## src/rtl/histogram_controller.sv

```systemverilog
// Double-banked 256-bin intensity histogram: one bank accumulates the current frame while
// the other is held for display. The roles swap at frame end and the new bank is cleared.
module histogram_controller (
  input  logic        iClk,
  input  logic        iRST_N,
  input  logic        iFrameStart,
  input  logic        iFrameEnd,
  input  logic        iValid,
  input  logic [7:0]  iPixel,
  input  logic [7:0]  iDispAddr,
  output logic [8:0]  oDispRdAddr,
  output logic [8:0]  oAccRdAddr,
  input  logic [19:0] iAccRdData,
  output logic        oWrEn,
  output logic [8:0]  oWrAddr,
  output logic [19:0] oWrData,
  output logic        oBank,
  output logic [19:0] oPeak,
  output logic [7:0]  oPeakBin,
  output logic        oFrameReady,
  output logic        oDropped
);

  typedef enum logic [2:0] {StClear, StWait, StAccum, StFlush, StSwap} stateE;

  stateE       state;
  logic [7:0]  clearCnt;
  logic        rdValid;
  logic [8:0]  rdAddr;
  logic        wr2En;
  logic [8:0]  wr2Addr;
  logic [19:0] wr2Data;
  logic [19:0] runMax;
  logic [7:0]  runBin;
  logic [19:0] fwdData;
  logic [19:0] incData;

  assign oDispRdAddr = {~oBank, iDispAddr};
  assign oAccRdAddr  = {oBank, iPixel};

  // The RAM returns old data on read-during-write, so the two writes still in flight
  // (on the port now, and committed on the edge that captured the read) are forwarded.
  // The newer write takes priority.
  always_comb begin
    fwdData = iAccRdData;
    if (wr2En && (wr2Addr == rdAddr)) fwdData = wr2Data;
    if (oWrEn && (oWrAddr == rdAddr)) fwdData = oWrData;
    incData = (fwdData == 20'hFFFFF) ? fwdData : fwdData + 20'd1;
  end

  always_ff @(posedge iClk or negedge iRST_N) begin
    if (!iRST_N) begin
      state       <= StClear;
      clearCnt    <= 8'd0;
      rdValid     <= 1'b0;
      rdAddr      <= 9'd0;
      wr2En       <= 1'b0;
      wr2Addr     <= 9'd0;
      wr2Data     <= 20'd0;
      runMax      <= 20'd0;
      runBin      <= 8'd0;
      oWrEn       <= 1'b0;
      oWrAddr     <= 9'd0;
      oWrData     <= 20'd0;
      oBank       <= 1'b0;
      oPeak       <= 20'd0;
      oPeakBin    <= 8'd0;
      oFrameReady <= 1'b0;
      oDropped    <= 1'b0;
    end else begin
      oFrameReady <= 1'b0;
      oDropped    <= 1'b0;
      oWrEn       <= 1'b0;
      wr2En       <= oWrEn;
      wr2Addr     <= oWrAddr;
      wr2Data     <= oWrData;
      rdValid     <= (state == StAccum) && iValid;
      rdAddr      <= {oBank, iPixel};

      if (rdValid) begin
        oWrEn   <= 1'b1;
        oWrAddr <= rdAddr;
        oWrData <= incData;
        // Strictly greater: an earlier bin that reached the same count keeps the peak.
        if (incData > runMax) begin
          runMax <= incData;
          runBin <= rdAddr[7:0];
        end
      end

      case (state)
        StClear: begin
          oWrEn    <= 1'b1;
          oWrAddr  <= {oBank, clearCnt};
          oWrData  <= 20'd0;
          clearCnt <= clearCnt + 8'd1;
          if (clearCnt == 8'hFF) state <= StWait;
          if (iFrameStart) oDropped <= 1'b1;
        end
        StWait: begin
          if (iFrameStart) begin
            state  <= StAccum;
            runMax <= 20'd0;
            runBin <= 8'd0;
          end
        end
        StAccum: begin
          if (iFrameEnd) state <= StFlush;
        end
        StFlush: begin
          // Once nothing is left to compute, the last write is on the port this cycle.
          if (!rdValid) begin
            state       <= StSwap;
            oBank       <= ~oBank;
            oPeak       <= runMax;
            oPeakBin    <= runBin;
            oFrameReady <= 1'b1;
          end
        end
        StSwap: begin
          state <= StClear;
        end
        default: begin
          state <= StClear;
        end
      endcase
    end
  end

endmodule

```

## config.mk

```make
export PLATFORM = sky130hd
export DESIGN_NAME = histogram_controller
export DESIGN_NICKNAME = d
export VERILOG_FILES = /design/src/rtl/histogram_controller.sv
export SDC_FILE = /design/constraint.sdc
export NUM_CORES = 1
export LEC_CHECK = 0
export CAP_MARGIN = 20
export CORE_UTILIZATION = 50
export DETAILED_ROUTE_END_ITERATION = 10
export PLACE_DENSITY_LB_ADDON = 0.2
export SLEW_MARGIN = 0
export SYNTH_ARGS = -nofsm -noshare
export SYNTH_HDL_FRONTEND = slang
export SYNTH_SLANG_ARGS = --single-unit
```

## constraint.sdc

```tcl
create_clock -name iClk -period 15.72 [get_ports iClk]
set_input_delay 1.572 -clock iClk [delete_from_list [all_inputs] [get_ports iClk]]
set_output_delay 1.572 -clock iClk [all_outputs]
set_load 0.02 [all_outputs]
```

==> flow_summary.ini, run 1 <==
[clock_tree]
cts_made_buffers = 17
clock_pin_slew_on_the_worst_setup_and_hold_paths_ns = 0.06
cts_hold_buffers = 0
insertion_delay_ns = 0.42
cts_repair_resize_count = 0
cts.repair_timing.setup_buffer_count = 0
ctsHtreeMaxLevel = 4
cts_tree = yes
clock_sink_count = 140
cts_root_buffer = sky130_fd_sc_hd__clkbuf_16
max-clock-path-buffers = 2

[critical_path]
worst_r2r_startpoint = rdAddr[3]$_DFF_PN0_
worst_ep_required_time_ns = 15.99
cp_max_fo = 22
crit_end = runMax[2]$_DFF_PN0_
setup.worst_path.start = rdAddr[3]$_DFF_PN0_
r2r_cells = 22
critPathCaptureType = flop
cp_data_arrival_time_ns = 6.52
timing.reg2reg.setup_slack_ns = 9.47
timing.setup.critical_path_class = reg -> reg
setup.worst_path.start_class = flop
worst_r2r_endpoint = runMax[2]$_DFF_PN0_

[finish]
number_of_antenna_diodes = 0
area_growth_syn_to_layout_pct = 24.3
post-route-cell-area_mm2 = 0.00853
design.final.nets = 782
drive_above_1_share_pct = 11.1

[drt]
drt_first_iter_violations = 356
route.antenna.remaining_nets = 0
route.vias.total = 5109
wire_per_inst_um = 18.5
drt-total-wl_um = 16800
number_of_vias_per_cell_after_detailed_routing = 5.63
drt_drc_violations_left = 0
drt-pass1-iter-count = 4

[floorplanning]
row_count = 42
core_area_mm2 = 0.0133
die_footprint_mm2 = 0.0142
initial_util_pct = 51.6
io_pins = 120
die_h_um = 119
die_width_um = 119

[power]
power_density_mw_per_mm2 = 182
switching_share_pct = 35.5
lkg_pwr_nw = 3.76
net-switching-power_uw = 552
irDropWorstVdd_uv = 123
power.share.combinational_pct = 36.0
seq_power_share_pct = 38.5
post-layout-total-power_mw = 1.56
power_frac_clock_pct = 25.5
internal-power_mw = 1.00

[logic_synthesis]
synth.top_cells.by_count = sky130_fd_sc_hd__dfrtp_1, sky130_fd_sc_hd__o21ai_0, sky130_fd_sc_hd__mux2i_1
synthesis.instances = 638
total_nets_after_synthesis = 701
synth-edff-count = 0
synth_ff_type = sky130_fd_sc_hd__dfrtp_1
ys_seq_elements = 140
postSynth.asyncResetShare_pct = 100
netlist_area_mm2 = 0.00686
synth_area_leader_cell = sky130_fd_sc_hd__dfrtp_1
synth_top_cell_area_share_pct = 51.1
synth_top_cells_by_area = sky130_fd_sc_hd__dfrtp_1, sky130_fd_sc_hd__mux2i_1, sky130_fd_sc_hd__mux2_2
syn-mean-instance-area_um2 = 10.8
synth_warnings = 0
count_leader_synth = sky130_fd_sc_hd__dfrtp_1
synth_seq_area_share_pct = 51.1
synth_cell_type_count = 50

[global_route]
pin_count_of_the_biggest_net_entering_global_routing = 80
grt_first_pass_wirelength_um = 27300
grt_usage_pct = 25.4
number_of_antenna_violations_at_the_first_check_in_global_routing = 0
globalRoute.totalOverflow = 0
vias_in_the_first_global_route = 5052

[placement]
port-buffer-count = 103
gp_congestion = 0.887
post-dp-hpwl_um = 11800
placedInstanceArea_mm2 = 0.00790

[sta]
hold_violations = 0
timing.final.setup_violations = 0
maxSlewHeadroom_pct = 42.7
finalCriticalPeriod_ns = 6.25
clock-skew-final_ns = 0.00653
tns_setup_ns = 0
grt_setup_unrepaired = no
slew_violations = 0
worst_hold_slack_ns = 0.429
period_share_pct = 39.7
fmax_mhz = 160
worst_pin_slew_ns = 0.856

[status]
outcome = complete, no violations

[worst_hold_path]
worstHoldPathType = reg -> reg

[job]
max-cap-violations = 0
metrics by stage:
step                      setup slack [ns]  instances  utilization, %
after floorplan                      10.25        638               -
after global placement                8.92        874            59.4
after detailed placement              8.82        874            59.4
after CTS                             9.21        905            63.8
after global routing                  8.93        907            64.2
final                                 9.47        907            64.2
metal layers:
metal,routed length (um),track usage (%),vias to the layer above
met5,0,0,-
met4,234,7.83,0
met3,1060,5.70,19
met2,7590,36.7,154
met1,7890,37.9,2546
li1,-,-,2390
area by class of cell:
type / instances / area, um2
flip-flops and latches: 140 / 3500
repair buffers: 110 / 1120
clock buffers: 23 / 458
multi-input cells: 410 / 2960
inverters: 40 / 150
fillers: 1040 / 4760
clock inverters: 8 / 118
well taps: 176 / 220
power by group through the flow:
stage / clock network [mW] / logic, mW / registers, mW
global placement: 0 / 0.541 / 0.598
CTS: 0.402 / 0.561 / 0.598
floorplan: 0 / 0.284 / 0.642
finish: 0.397 / 0.560 / 0.599
detailed placement: 0 / 0.557 / 0.602
global route: 0.417 / 0.617 / 0.616
state kept, by name, summed over array words and instances, names as in the netlist, 3 cells and up:
signal    cells
oPeak        20
oWrData      20
runMax       20
wr2Data      20
oWrAddr       9
rdAddr        9
wr2Addr       9
clearCnt      8
oPeakBin      8
runBin        8
state         3
worst max-delay path: stages (launching register included):
cell,delay [ns]
sky130_fd_sc_hd__dfrtp_1,0.49
sky130_fd_sc_hd__xnor2_1,0.21
sky130_fd_sc_hd__nand4_1,0.21
sky130_fd_sc_hd__or3_1,0.74
sky130_fd_sc_hd__o211ai_1,0.31
sky130_fd_sc_hd__o21a_1,0.22
sky130_fd_sc_hd__ha_1,0.18
sky130_fd_sc_hd__o211a_1,0.20
sky130_fd_sc_hd__nand4_1,0.25
sky130_fd_sc_hd__or3_1,0.65
sky130_fd_sc_hd__nand3_1,0.19
sky130_fd_sc_hd__xor2_1,0.28
sky130_fd_sc_hd__inv_1,0.08
sky130_fd_sc_hd__ha_1,0.29
sky130_fd_sc_hd__a21o_1,0.18
sky130_fd_sc_hd__a21o_1,0.17
sky130_fd_sc_hd__a21oi_1,0.20
sky130_fd_sc_hd__o22ai_1,0.10
sky130_fd_sc_hd__a211oi_1,0.42
sky130_fd_sc_hd__a21oi_4,0.24
sky130_fd_sc_hd__buf_16,0.23
sky130_fd_sc_hd__nand2_1,0.14
sky130_fd_sc_hd__o22ai_1,0.11
cells by family after synthesis:
logic type | after synthesis | synth area share (%)
DFF | 140 | 51.1
xor gates and xnor gates | 39 | 4.98
and+or+nand+nor | 147 | 11.1
buffers and inverters | 88 | 6.15
adders and majority gates | 22 | 4.01
AOI/OAI and AO/OA | 126 | 11.0
muxes | 76 | 11.7
cell usage in the layout (no fill, tap or decap), types with 6 or more instances in the layout:
master,count
sky130_fd_sc_hd__dfrtp_1,140
sky130_fd_sc_hd__clkdlybuf4s50_1,102
sky130_fd_sc_hd__o21ai_0,45
sky130_fd_sc_hd__mux2i_1,42
sky130_fd_sc_hd__inv_1,40
sky130_fd_sc_hd__a21oi_1,39
sky130_fd_sc_hd__nor2_1,37
sky130_fd_sc_hd__nand2_1,36
sky130_fd_sc_hd__mux2_2,34
sky130_fd_sc_hd__xnor2_1,30
sky130_fd_sc_hd__ha_1,22
sky130_fd_sc_hd__nand4_1,18
sky130_fd_sc_hd__clkbuf_16,17
sky130_fd_sc_hd__nand3_1,10
sky130_fd_sc_hd__xor2_1,9
sky130_fd_sc_hd__a31oi_1,7
sky130_fd_sc_hd__nand3b_1,7
sky130_fd_sc_hd__or3_1,6
sky130_fd_sc_hd__nor4_1,6
worst min path at each step:
| stage | start | to | slack (ns) | cells past startpoint |
|---|---|---|---|---|
| after floorplan | clearCnt[6]$_DFFE_PN0P_ | clearCnt[6]$_DFFE_PN0P_ | 0.46 | 1 |
| after detailed placement | oWrData[13]$_DFFE_PN0P_ | wr2Data[13]$_DFF_PN0_ | 0.41 | 0 |
| after global routing | oWrData[14]$_DFFE_PN0P_ | wr2Data[14]$_DFF_PN0_ | 0.44 | 0 |
| after CTS | oWrData[13]$_DFFE_PN0P_ | wr2Data[13]$_DFF_PN0_ | 0.43 | 0 |
| final | oWrData[13]$_DFFE_PN0P_ | wr2Data[13]$_DFF_PN0_ | 0.43 | 0 |
| after global placement | oWrData[14]$_DFFE_PN0P_ | wr2Data[14]$_DFF_PN0_ | 0.41 | 0 |
No activity file was read; power rests on OpenSTA's default activity.
==> run 2, diff against run 1 <==
- CORE_UTILIZATION: 50 -> 48
- clock period: 15.72 -> 5.16 ns (I/O delays scaled with it)
==> flow_summary.ini, run 2 (synthesis gave the netlist of run 1 again) <==
[status]
failed_checks = negative setup slack
outcome = complete, but fails checks

[global_route]
pin_count_of_the_biggest_net_entering_global_routing = 98
vias_in_the_first_global_route = 5234
grt_first_pass_wirelength_um = 28500
grt_usage_pct = 25.7
number_of_antenna_violations_at_the_first_check_in_global_routing = 0
globalRoute.totalOverflow = 0

[finish]
final_core_utilization_pct = 67.3
leading_cell_types_in_the_layout_fill_and_taps_excluded = sky130_fd_sc_hd__dfrtp_1, sky130_fd_sc_hd__clkdlybuf4s50_1, sky130_fd_sc_hd__buf_4
drive_above_1_share_pct = 24.9
area_growth_syn_to_layout_pct = 36.6
number_of_antenna_diodes = 0
fin_cells = 970
design.final.nets = 841
layout.cells.most_common = sky130_fd_sc_hd__dfrtp_1
fill_cell_total_of_the_finished_layout = 1050

[sta]
period_share_pct = 100
slew_violations = 0
finalCriticalPeriod_ns = 5.16
timing.final.ws_setup_ns = -0.00403
clock-skew-final_ns = 0.00722
hold_violations = 0
grt_setup_unrepaired = yes
maxSlewHeadroom_pct = 31.1
worst_pin_slew_ns = 1.03
timing.final.setup_violations = 1
fmax_mhz = 194

[placement]
post-dp-hpwl_um = 12500
dp.cells = 917
gp_congestion = 0.945
port-buffer-count = 103

[floorplanning]
row_count = 43
die_footprint_mm2 = 0.0148
core_area_mm2 = 0.0139
initial_util_pct = 49.2
die_h_um = 122
io_pins = 120
die_width_um = 122

[critical_path]
worst_ep_required_time_ns = 5.43
cp_max_fo = 6
timing.setup.critical_path_class = reg -> reg
critPathCaptureType = flop
setup.worst_path.start_class = flop
cp_data_arrival_time_ns = 5.43

[power]
lkg_pwr_nw = 4.16
irDropWorstVdd_uv = 280
power_density_mw_per_mm2 = 527

[clock_tree]
ctsHtreeMaxLevel = 4
cts_root_buffer = sky130_fd_sc_hd__clkbuf_16
max-clock-path-buffers = 2
insertion_delay_ns = 0.43
cts_hold_buffers = 0
clock_sink_count = 140
cts_tree = yes
clock_pin_slew_on_the_worst_setup_and_hold_paths_ns = 0.06
cts_made_buffers = 17

[worst_hold_path]
worstHoldPathType = in -> async

[job]
max-cap-violations = 0

[drt]
number_of_vias_per_cell_after_detailed_routing = 5.62
route.antenna.remaining_nets = 0
drt-pass1-iter-count = 5
drt-total-wl_um = 18300
drt_first_iter_violations = 428
drt_drc_violations_left = 0
route.vias.total = 5450
wire_per_inst_um = 18.9
-- run 2: cell types whose count changed in the layout (fill, tap and decap cells not counted), sizes merged --
cell      change
buf          +56
clkinvlp      +2
bufinv        -1
clkinv        +1
inv           +1
-- run 2: where the power goes --
| group | switching (mW) | total [mW] | internal [mW] |
|---|---|---|---|
| registers | 0.352 | 1.85 | 1.50 |
| clock network | 0.461 | 1.18 | 0.718 |
| logic | 0.995 | 1.92 | 0.921 |
| total | 1.81 | 4.94 | 3.14 |
-- run 2: path summary, 6_finish.rpt --
path	startpoint	cells past startpoint	endpoint	slack [ns]
max reg2reg	rdAddr[2]$_DFF_PN0_	23	runBin[6]$_DFF_PN0_	-0.004
min in group iClk	oWrData[13]$_DFFE_PN0P_	0	wr2Data[13]$_DFF_PN0_	0.43
max	rdAddr[2]$_DFF_PN0_	23	runBin[6]$_DFF_PN0_	-0.004
max in group asynchronous	iRST_N	2	oDropped$_DFF_PN0_	3.81
min reg2reg	oWrData[13]$_DFFE_PN0P_	0	wr2Data[13]$_DFF_PN0_	0.43
min	iRST_N	1	wr2Data[6]$_DFF_PN0_	0.19
-- run 2: routing by layer --
metal | GRT usage, % | part of all wire (%) | vias up
li1 | - | - | 2513
met1 | 38.7 | 48 | 2711
met2 | 36.3 | 44 | 190
met3 | 5.85 | 6.2 | 36
met4 | 8.56 | 1.6 | 0
met5 | 0 | 0 | -
-- run 2: worst max-delay path, stage by stage, from the launching register on --
cell and delay, ns:
sky130_fd_sc_hd__dfrtp_2 0.44, sky130_fd_sc_hd__xnor2_1 0.17, sky130_fd_sc_hd__nand4_1 0.18, sky130_fd_sc_hd__or3_4 0.48, sky130_fd_sc_hd__a31oi_4 0.22, sky130_fd_sc_hd__nand4_1 0.20, sky130_fd_sc_hd__or4b_4 0.54, sky130_fd_sc_hd__buf_6 0.15
sky130_fd_sc_hd__buf_4 0.13, sky130_fd_sc_hd__o21bai_2 0.20, sky130_fd_sc_hd__buf_4 0.17, sky130_fd_sc_hd__nor2_4 0.04, sky130_fd_sc_hd__xor2_2 0.26, sky130_fd_sc_hd__inv_1 0.10, sky130_fd_sc_hd__ha_1 0.30, sky130_fd_sc_hd__nand4_1 0.10
sky130_fd_sc_hd__nor2_1 0.16, sky130_fd_sc_hd__nand2_1 0.12, sky130_fd_sc_hd__o22ai_2 0.14, sky130_fd_sc_hd__a211oi_2 0.07, sky130_fd_sc_hd__a21oi_4 0.34, sky130_fd_sc_hd__clkbuf_16 0.23, sky130_fd_sc_hd__mux2i_1 0.19, sky130_fd_sc_hd__nor2_1 0.06
-- run 2: stage by stage --
stage               TNS [ns]  hold slack, ns  cell area, um2  total power [mW]  worst slack [ns]
floorplan                  0           0.220            6860              2.82             0.125
global placement      -0.370           0.413            8220              3.56           -0.0384
detailed placement     -1.11           0.417            8220              3.60            -0.116
CTS                        0           0.225            8830              4.81            0.0519
global route           -4.68           0.276            9370              5.24            -0.238
finish              -0.00403           0.195            9370              4.94          -0.00403
-- run 2: final cells by class --
type	instances	area (um2)	area share, %
Clock inverter	11	120	1.28
Inverter	40	150	1.60
Multi-Input combinational cell	410	3290	35.1
Sequential cell	140	3510	37.5
Timing Repair Buffer	169	1630	17.4
Clock buffer	20	447	4.77
Tap cell	180	225	2.40
-- run 2: repair_timing --
action / CTS / global route
hold endpoints to repair: 0 / 0
resized for setup: 3 / 68
endpoints found under the setup margin: 28 / 28
cloned: 0 / 3
setup buffers: 3 / 17
pin swaps: 2 / 35
